### src/rtl/n_bit_csel_adder_pipeline.sv
// rtl/n_bit_csel_adder_pipeline.sv - pipelined carry-select adder/subtractor, one segment per stage
// Optional macro CSEL_ADDER_OVERFLOW_EN enables the registered signed-overflow output.
module n_bit_csel_adder_pipeline #(
  parameter int DATA_WID = 32,
  parameter int SEG_WID  = 8
) (
  input  logic                clock,
  input  logic                reset_n,
  input  logic                in_valid,
  output logic                in_ready,
  input  logic                op,
  input  logic [DATA_WID-1:0] in1,
  input  logic [DATA_WID-1:0] in2,
  input  logic                carry_in,
  output logic                out_valid,
  input  logic                out_ready,
  output logic [DATA_WID-1:0] sum,
  output logic                carry_out,
  output logic                overflow
);

  localparam int NUM_SEG = DATA_WID / SEG_WID;

  // Index 0 is the input register; index k+1 holds the output of segment stage k.
  logic [DATA_WID-1:0] a_q [0:NUM_SEG-1];
  logic [DATA_WID-1:0] a_d [0:NUM_SEG-1];
  logic [DATA_WID-1:0] b_q [0:NUM_SEG-1];
  logic [DATA_WID-1:0] b_d [0:NUM_SEG-1];
  logic [DATA_WID-1:0] s_q [0:NUM_SEG];
  logic [DATA_WID-1:0] s_d [0:NUM_SEG];
  logic                c_q [0:NUM_SEG];
  logic                c_d [0:NUM_SEG];
  logic                v_q [0:NUM_SEG];
  logic                v_d [0:NUM_SEG];
  logic                adv;

  // Reset term keeps in_ready high while reset_n is low regardless of stale out_valid.
  assign adv      = !v_q[NUM_SEG] || out_ready || !reset_n;
  assign in_ready = adv;

  always_comb begin
    logic [SEG_WID:0] r0;
    logic [SEG_WID:0] r1;
    logic [SEG_WID:0] sel;
    r0     = '0;
    r1     = '0;
    sel    = '0;
    a_d[0] = in1;
    b_d[0] = op ? ~in2 : in2;
    c_d[0] = op | carry_in;
    s_d[0] = '0;
    v_d[0] = in_valid;
    for (int k = 1; k < NUM_SEG; k++) begin
      a_d[k] = a_q[k-1];
      b_d[k] = b_q[k-1];
    end
    for (int k = 0; k < NUM_SEG; k++) begin
      r0  = {1'b0, a_q[k][k*SEG_WID +: SEG_WID]} + {1'b0, b_q[k][k*SEG_WID +: SEG_WID]};
      r1  = r0 + {{SEG_WID{1'b0}}, 1'b1};
      sel = c_q[k] ? r1 : r0;
      s_d[k+1] = s_q[k];
      s_d[k+1][k*SEG_WID +: SEG_WID] = sel[SEG_WID-1:0];
      c_d[k+1] = sel[SEG_WID];
      v_d[k+1] = v_q[k];
    end
  end

  always_ff @(posedge clock) begin
    if (!reset_n) begin
      a_q <= '{default: '0};
      b_q <= '{default: '0};
      s_q <= '{default: '0};
      c_q <= '{default: 1'b0};
      v_q <= '{default: 1'b0};
    end else if (adv) begin
      a_q <= a_d;
      b_q <= b_d;
      s_q <= s_d;
      c_q <= c_d;
      v_q <= v_d;
    end
  end

  assign out_valid = v_q[NUM_SEG];
  assign sum       = s_q[NUM_SEG];
  assign carry_out = c_q[NUM_SEG];

`ifdef CSEL_ADDER_OVERFLOW_EN
  logic ov_q;
  logic ov_d;

  // Carry into the MSB is recovered as a ^ b ^ sum at that bit.
  always_comb begin
    ov_d = a_q[NUM_SEG-1][DATA_WID-1] ^ b_q[NUM_SEG-1][DATA_WID-1]
         ^ s_d[NUM_SEG][DATA_WID-1] ^ c_d[NUM_SEG];
  end

  always_ff @(posedge clock) begin
    if (!reset_n) begin
      ov_q <= 1'b0;
    end else if (adv) begin
      ov_q <= ov_d;
    end
  end

  assign overflow = ov_q;
`else
  assign overflow = 1'b0;
`endif

endmodule

### config.mk
export PLATFORM = sky130hd
export DESIGN_NAME = n_bit_csel_adder_pipeline
export DESIGN_NICKNAME = d
export VERILOG_FILES = /design/src/rtl/n_bit_csel_adder_pipeline.sv
export SDC_FILE = /design/constraint.sdc
export NUM_CORES = 1
export LEC_CHECK = 0
export BUFFER_PORTS_ARGS = -buffer_cell sky130_fd_sc_hd__clkbuf_2
export CAP_MARGIN = 20
export CORE_MARGIN = 4
export CORE_UTILIZATION = 40
export DETAILED_ROUTE_END_ITERATION = 12
export HOLD_SLACK_MARGIN = 0.12
export PLACE_DENSITY = 0.58
export SETUP_SLACK_MARGIN = 0.05
export SYNTH_ARGS = -nofsm -noshare
export SYNTH_HDL_FRONTEND = slang
export SYNTH_SLANG_ARGS = --single-unit
### constraint.sdc
create_clock -name clock -period 5.19 [get_ports clock]
set_input_delay 1.2975 -clock clock [delete_from_list [all_inputs] [get_ports clock]]
set_output_delay 1.2975 -clock clock [all_outputs]
set_load 0.1 [all_outputs]
Word-level counts from Yosys, hierarchy flattened

Index checks and enable logic that the tools add are counted.

Bitwise operators: 2
Add/sub/neg operators: 8
Multiplexer cells: 5
Reduce and logical (&&, ||, !) cells: 4

Operators with widths:

| cell                                         | number |
|---|---|
| adder 8 x 8 -> 9 bit                         | 4 |
| adder 9 x 1 -> 9 bit (second input constant) | 4 |
| two-way mux 9 bit                            | 4 |
| two-way mux 32 bit                           | 1 |
| NOT 32 bit                                   | 1 |
| zero test 1 bit                              | 2 |
| logical OR 1 bit                             | 2 |
| bitwise OR 1 bit                             | 1 |

Word-level logic and storage cells: 41
Output and inout bits: 36
Bits in registers: 346

Depth between registers and ports, before layout

Depth after elaboration: 3
Gate-level depth with buffers: 8
Mapped depth without buffers: 8

Least setup slack after synthesis

Ideal clock, no wire load.

Path type: input-to-output
Start: input port out_ready
End: output port in_ready
Required time: 3.893 ns
Stages on the path: 4
Slack: 1.461 ns
Arrival time: 2.432 ns
Cell sequence: nor2b_1 -> clkbuf_8 -> clkbuf_1 -> nand2_1

Word-level cells in the longest chain between the ends: 2

Ends and longest elaborated chain:

| element                        | line | RTL |
|---|---|---|
| start, declared                | 16   | `input logic out_ready,` |
| logical OR 1 bit (2 in series) | 38   | `assign adv = !v_q[NUM_SEG] \|\| out_ready \|\| !reset_n;` |
| end, declared                  | 10   | `output logic in_ready,` |

Every way passes these cells.

Worst setup path after layout

Start: input port reset_n
End: output port in_ready

Word-level cells in the longest chain between the ends: 2

Ends and longest elaborated chain:

| element          | line | RTL |
|---|---|---|
| start, declared  | 8    | `input logic reset_n,` |
| zero test 1 bit  | -    |  |
| logical OR 1 bit | 38   |  |

Every way passes these cells.

==> summary.md <==
| Metric | Value |
|---|---|
| Outcome | finished clean |
| Most common cell after layout, fill and taps aside | nand2_1 |
| Initial antenna violation count | 0 |
| Setup violations, final | 0 |
| Die Footprint | 0.02964 mm² |
| Hold WC Path Type | reg -> reg |
| First-pass GRT wire length | 39430 µm |
| Critical path type | in -> out |
| Seq cells post-synth | 250 |
| Worst setup path start | reset_n |
| Crit path largest cell delay | 480 ps |
| Pleak | 4.913 nW |
| Top FF cell, synth | dfxtp_1 |
| Routing usage on met2 | 22.14% |
| CTS H-tree lvls | 1 |
| Total Wirelength | 23600 µm |
| Core Rows | 59 |
| Crit. End Element | output pin |
| R2R Path Start | a_d[16] |
| Hold Vio Cnt, Final | 0 |
| Most frequent cells in the layout | 381 x nand2_1, 250 x dfxtp_1, 213 x a21oi_1 |
| Starting Density | 41.03% |
| Netlist cell types | 59 |
| Final Skew | 6.389 ps |
| Hold path startpoint | sum[1] |
| # DRC | 0 |
| Worst Path Buf+Inv | 2 |
| GPL Wtd Cong | 0.8641 |
| Critical Path AT | 2270 ps |
| Max Buffers Root-to-Sink | 3 |
| Clock Latency Late Sink | 520 ps |
| Worst slack at placement | 1606 ps |
| DIE HEIGHT | 172.2 µm |
| CTS Hold Bufs | 0 |
| Area Overhead vs Synth | 13.73% |
| DR WL/cell | 13.60 µm |
| CP cell instances | clkbuf_2 -> nand2_1 -> clkbuf_2 |
| Post-synthesis cell count | 1333 |
| Post-synth net total | 1443 |
| 1st-pass router iterations | 7 |
| Initial drt markers | 630 |
| Total CTS buffers | 27 |
| Max VDD drop | 0.1860 mV |
| TritonCTS clock tree | yes |
| Dpl hpwl | 15250 µm |
| Largest net degree at the start of global routing | 198 |
| Syn. warnings | 0 |
| IO Port Bufs | 104 |
| Max_cap viols | 0 |
| Vias | 8667 |
| P per Cell Area | 342.3 mW/mm² |
| Rel. slew slack | 33.77% |
| Grt peak-use layer | met1 |
| Number of global-route vias before repair | 7932 |
| Setup repair after global routing missed its margin | no |
| Filler Cell Count | 2688 |
| Clock sinks | 250 |
| Most frequent CP cell | clkbuf_2 |
| Period utilization | 68.74% |
| GRT Total Usage | 15.67% |
| GRT met3 Usage | 2.515% |
| Setup WS post-layout | 1622 ps |
| Final slew viol count | 0 |
| Post-Syn Area per Cell | 8.088 µm² |
| Worst slew pin tran | 993.5 ps |
| Nets | 1492 |
| CTS root buf | clkbuf_16 |
| Die X | 172.2 µm |
| Synth async-reset ratio | 0% |
| Synthesized cell area | 0.01078 mm² |
| Fin crit period | 3568 ps |
| Layout cell share with drive strength beyond 1 | 11.93% |
| Post_cts resized | 0 |
| Antenna diode count | 0 |
| I/O pins | 106 |
| CORE AREA | 0.02628 mm² |
| CP max FO | 16 |
| Register area share after synthesis | 46.42% |
| Flop2flop setup slack | 2600 ps |
| Setup Fix Bufs, Post-CTS | 0 |
| Post-synth EDFFs | 0 |
| CP delay by family, top | buffers and inverters |
| Grt total ovfl | 0 |
| DRT antenna net count | 0 |
| Met1 Use GR | 25.10% |
| Fmax achieved | 280.3 MHz |
| CTS clock-pin slew for the worst setup and hold paths | 60 ps |
| Vias per cell | 4.995 |
| Setup_tns | 0 ps |
| Max stage delay cell, worst path | clkbuf_2 |
| Critical path startpoint category | input pin |
| Worst EP required | 3890 ps |
registers in the layout (all words and copies together) (netlist names):
name,flops
a_d,72
b_d,72
s_d,48
sum,32
a_q,8
b_q,8
c_q,4
v_d,4
carry_out,1
out_valid,1
tightest hold or removal path, delay by kind of cell (launching register included):
kind | cells | cell delay [ps]
compound gates | 1 | 50
simple gates | 1 | 50
flops | 1 | 310
report_power, final:
group          total [mW]  internal (mW)  switching (mW)
clock network        1.72          0.983           0.739
logic               0.401          0.153           0.248
registers            2.07           2.02          0.0551
through the flow:
| stage | std cells | util, % | instance area [µm²] | hold WS [ps] | power, mW |
|---|---|---|---|---|---|
| after detailed placement | 1688 | 43.69 | 11480 | 443.9 | 2.517 |
| after CTS | 1735 | 46.66 | 12260 | 447.5 | 4.253 |
| after global placement | 1688 | 43.69 | 11480 | 439.2 | 2.511 |
| after floorplan | 1333 | - | 10780 | 432.1 | 2.408 |
| final | 1735 | 46.66 | 12260 | 446.5 | 4.197 |
| after global routing | 1735 | 46.66 | 12260 | 460.4 | 4.397 |
final timing paths:
kind         depth (start not counted)  endpoint
max                                  3  in_ready
min                                  2    sum[1]
max reg2reg                          8    c_q[1]
min reg2reg                          2    sum[1]
kinds of logic (layout without fill, tap and decap cells):
kind of cell | after synthesis | count (layout) | synth area share, %
xor+xnor | 69 | 69 | 5.605
fa+ha+maj | 40 | 40 | 4.921
compound gates | 327 | 327 | 18.18
flops | 250 | 250 | 46.42
buf+inv | 106 | 173 | 3.853
simple gates | 536 | 536 | 20.61
other cells | 1 | 1 | 0.03478
mux | 4 | 4 | 0.3714
routing by layer:
layer / wire length [µm] / vias to the layer above
met5: 0 / -
met4: 301 / 0
met3: 1027 / 29
met2: 9340 / 138
met1: 12930 / 3878
li1: - / 4622
synthesized netlist by cell type, types with 6 or more instances:
cell type,number,area (µm²)
o21a_1,6,45.04
nand2_1,381,1430
o21ai_0,15,75.07
nor2_1,84,315.3
clkbuf_1,85,319.1
ha_1,36,450.4
a21o_1,6,45.04
xor2_1,15,131.4
xnor2_1,54,473.0
nand4_1,10,62.56
nor3_1,13,65.06
a211oi_1,52,390.4
nand3_1,13,65.06
dfxtp_1,250,5005
inv_1,16,60.06
a21oi_1,213,1066
area by class of cell:
type	count	area, µm²	share of cell area [%]
Sequential cell	250	5005	40.82
Inverter	16	65.06	0.5306
Clock buffer	39	740.7	6.041
Tap cell	335	419.2	3.418
Multi-Input combinational cell	977	5376	43.85
Timing Repair Buffer	110	615.6	5.020
Clock inverter	8	40.04	0.3265
Power figures use the tool's default switching activity.
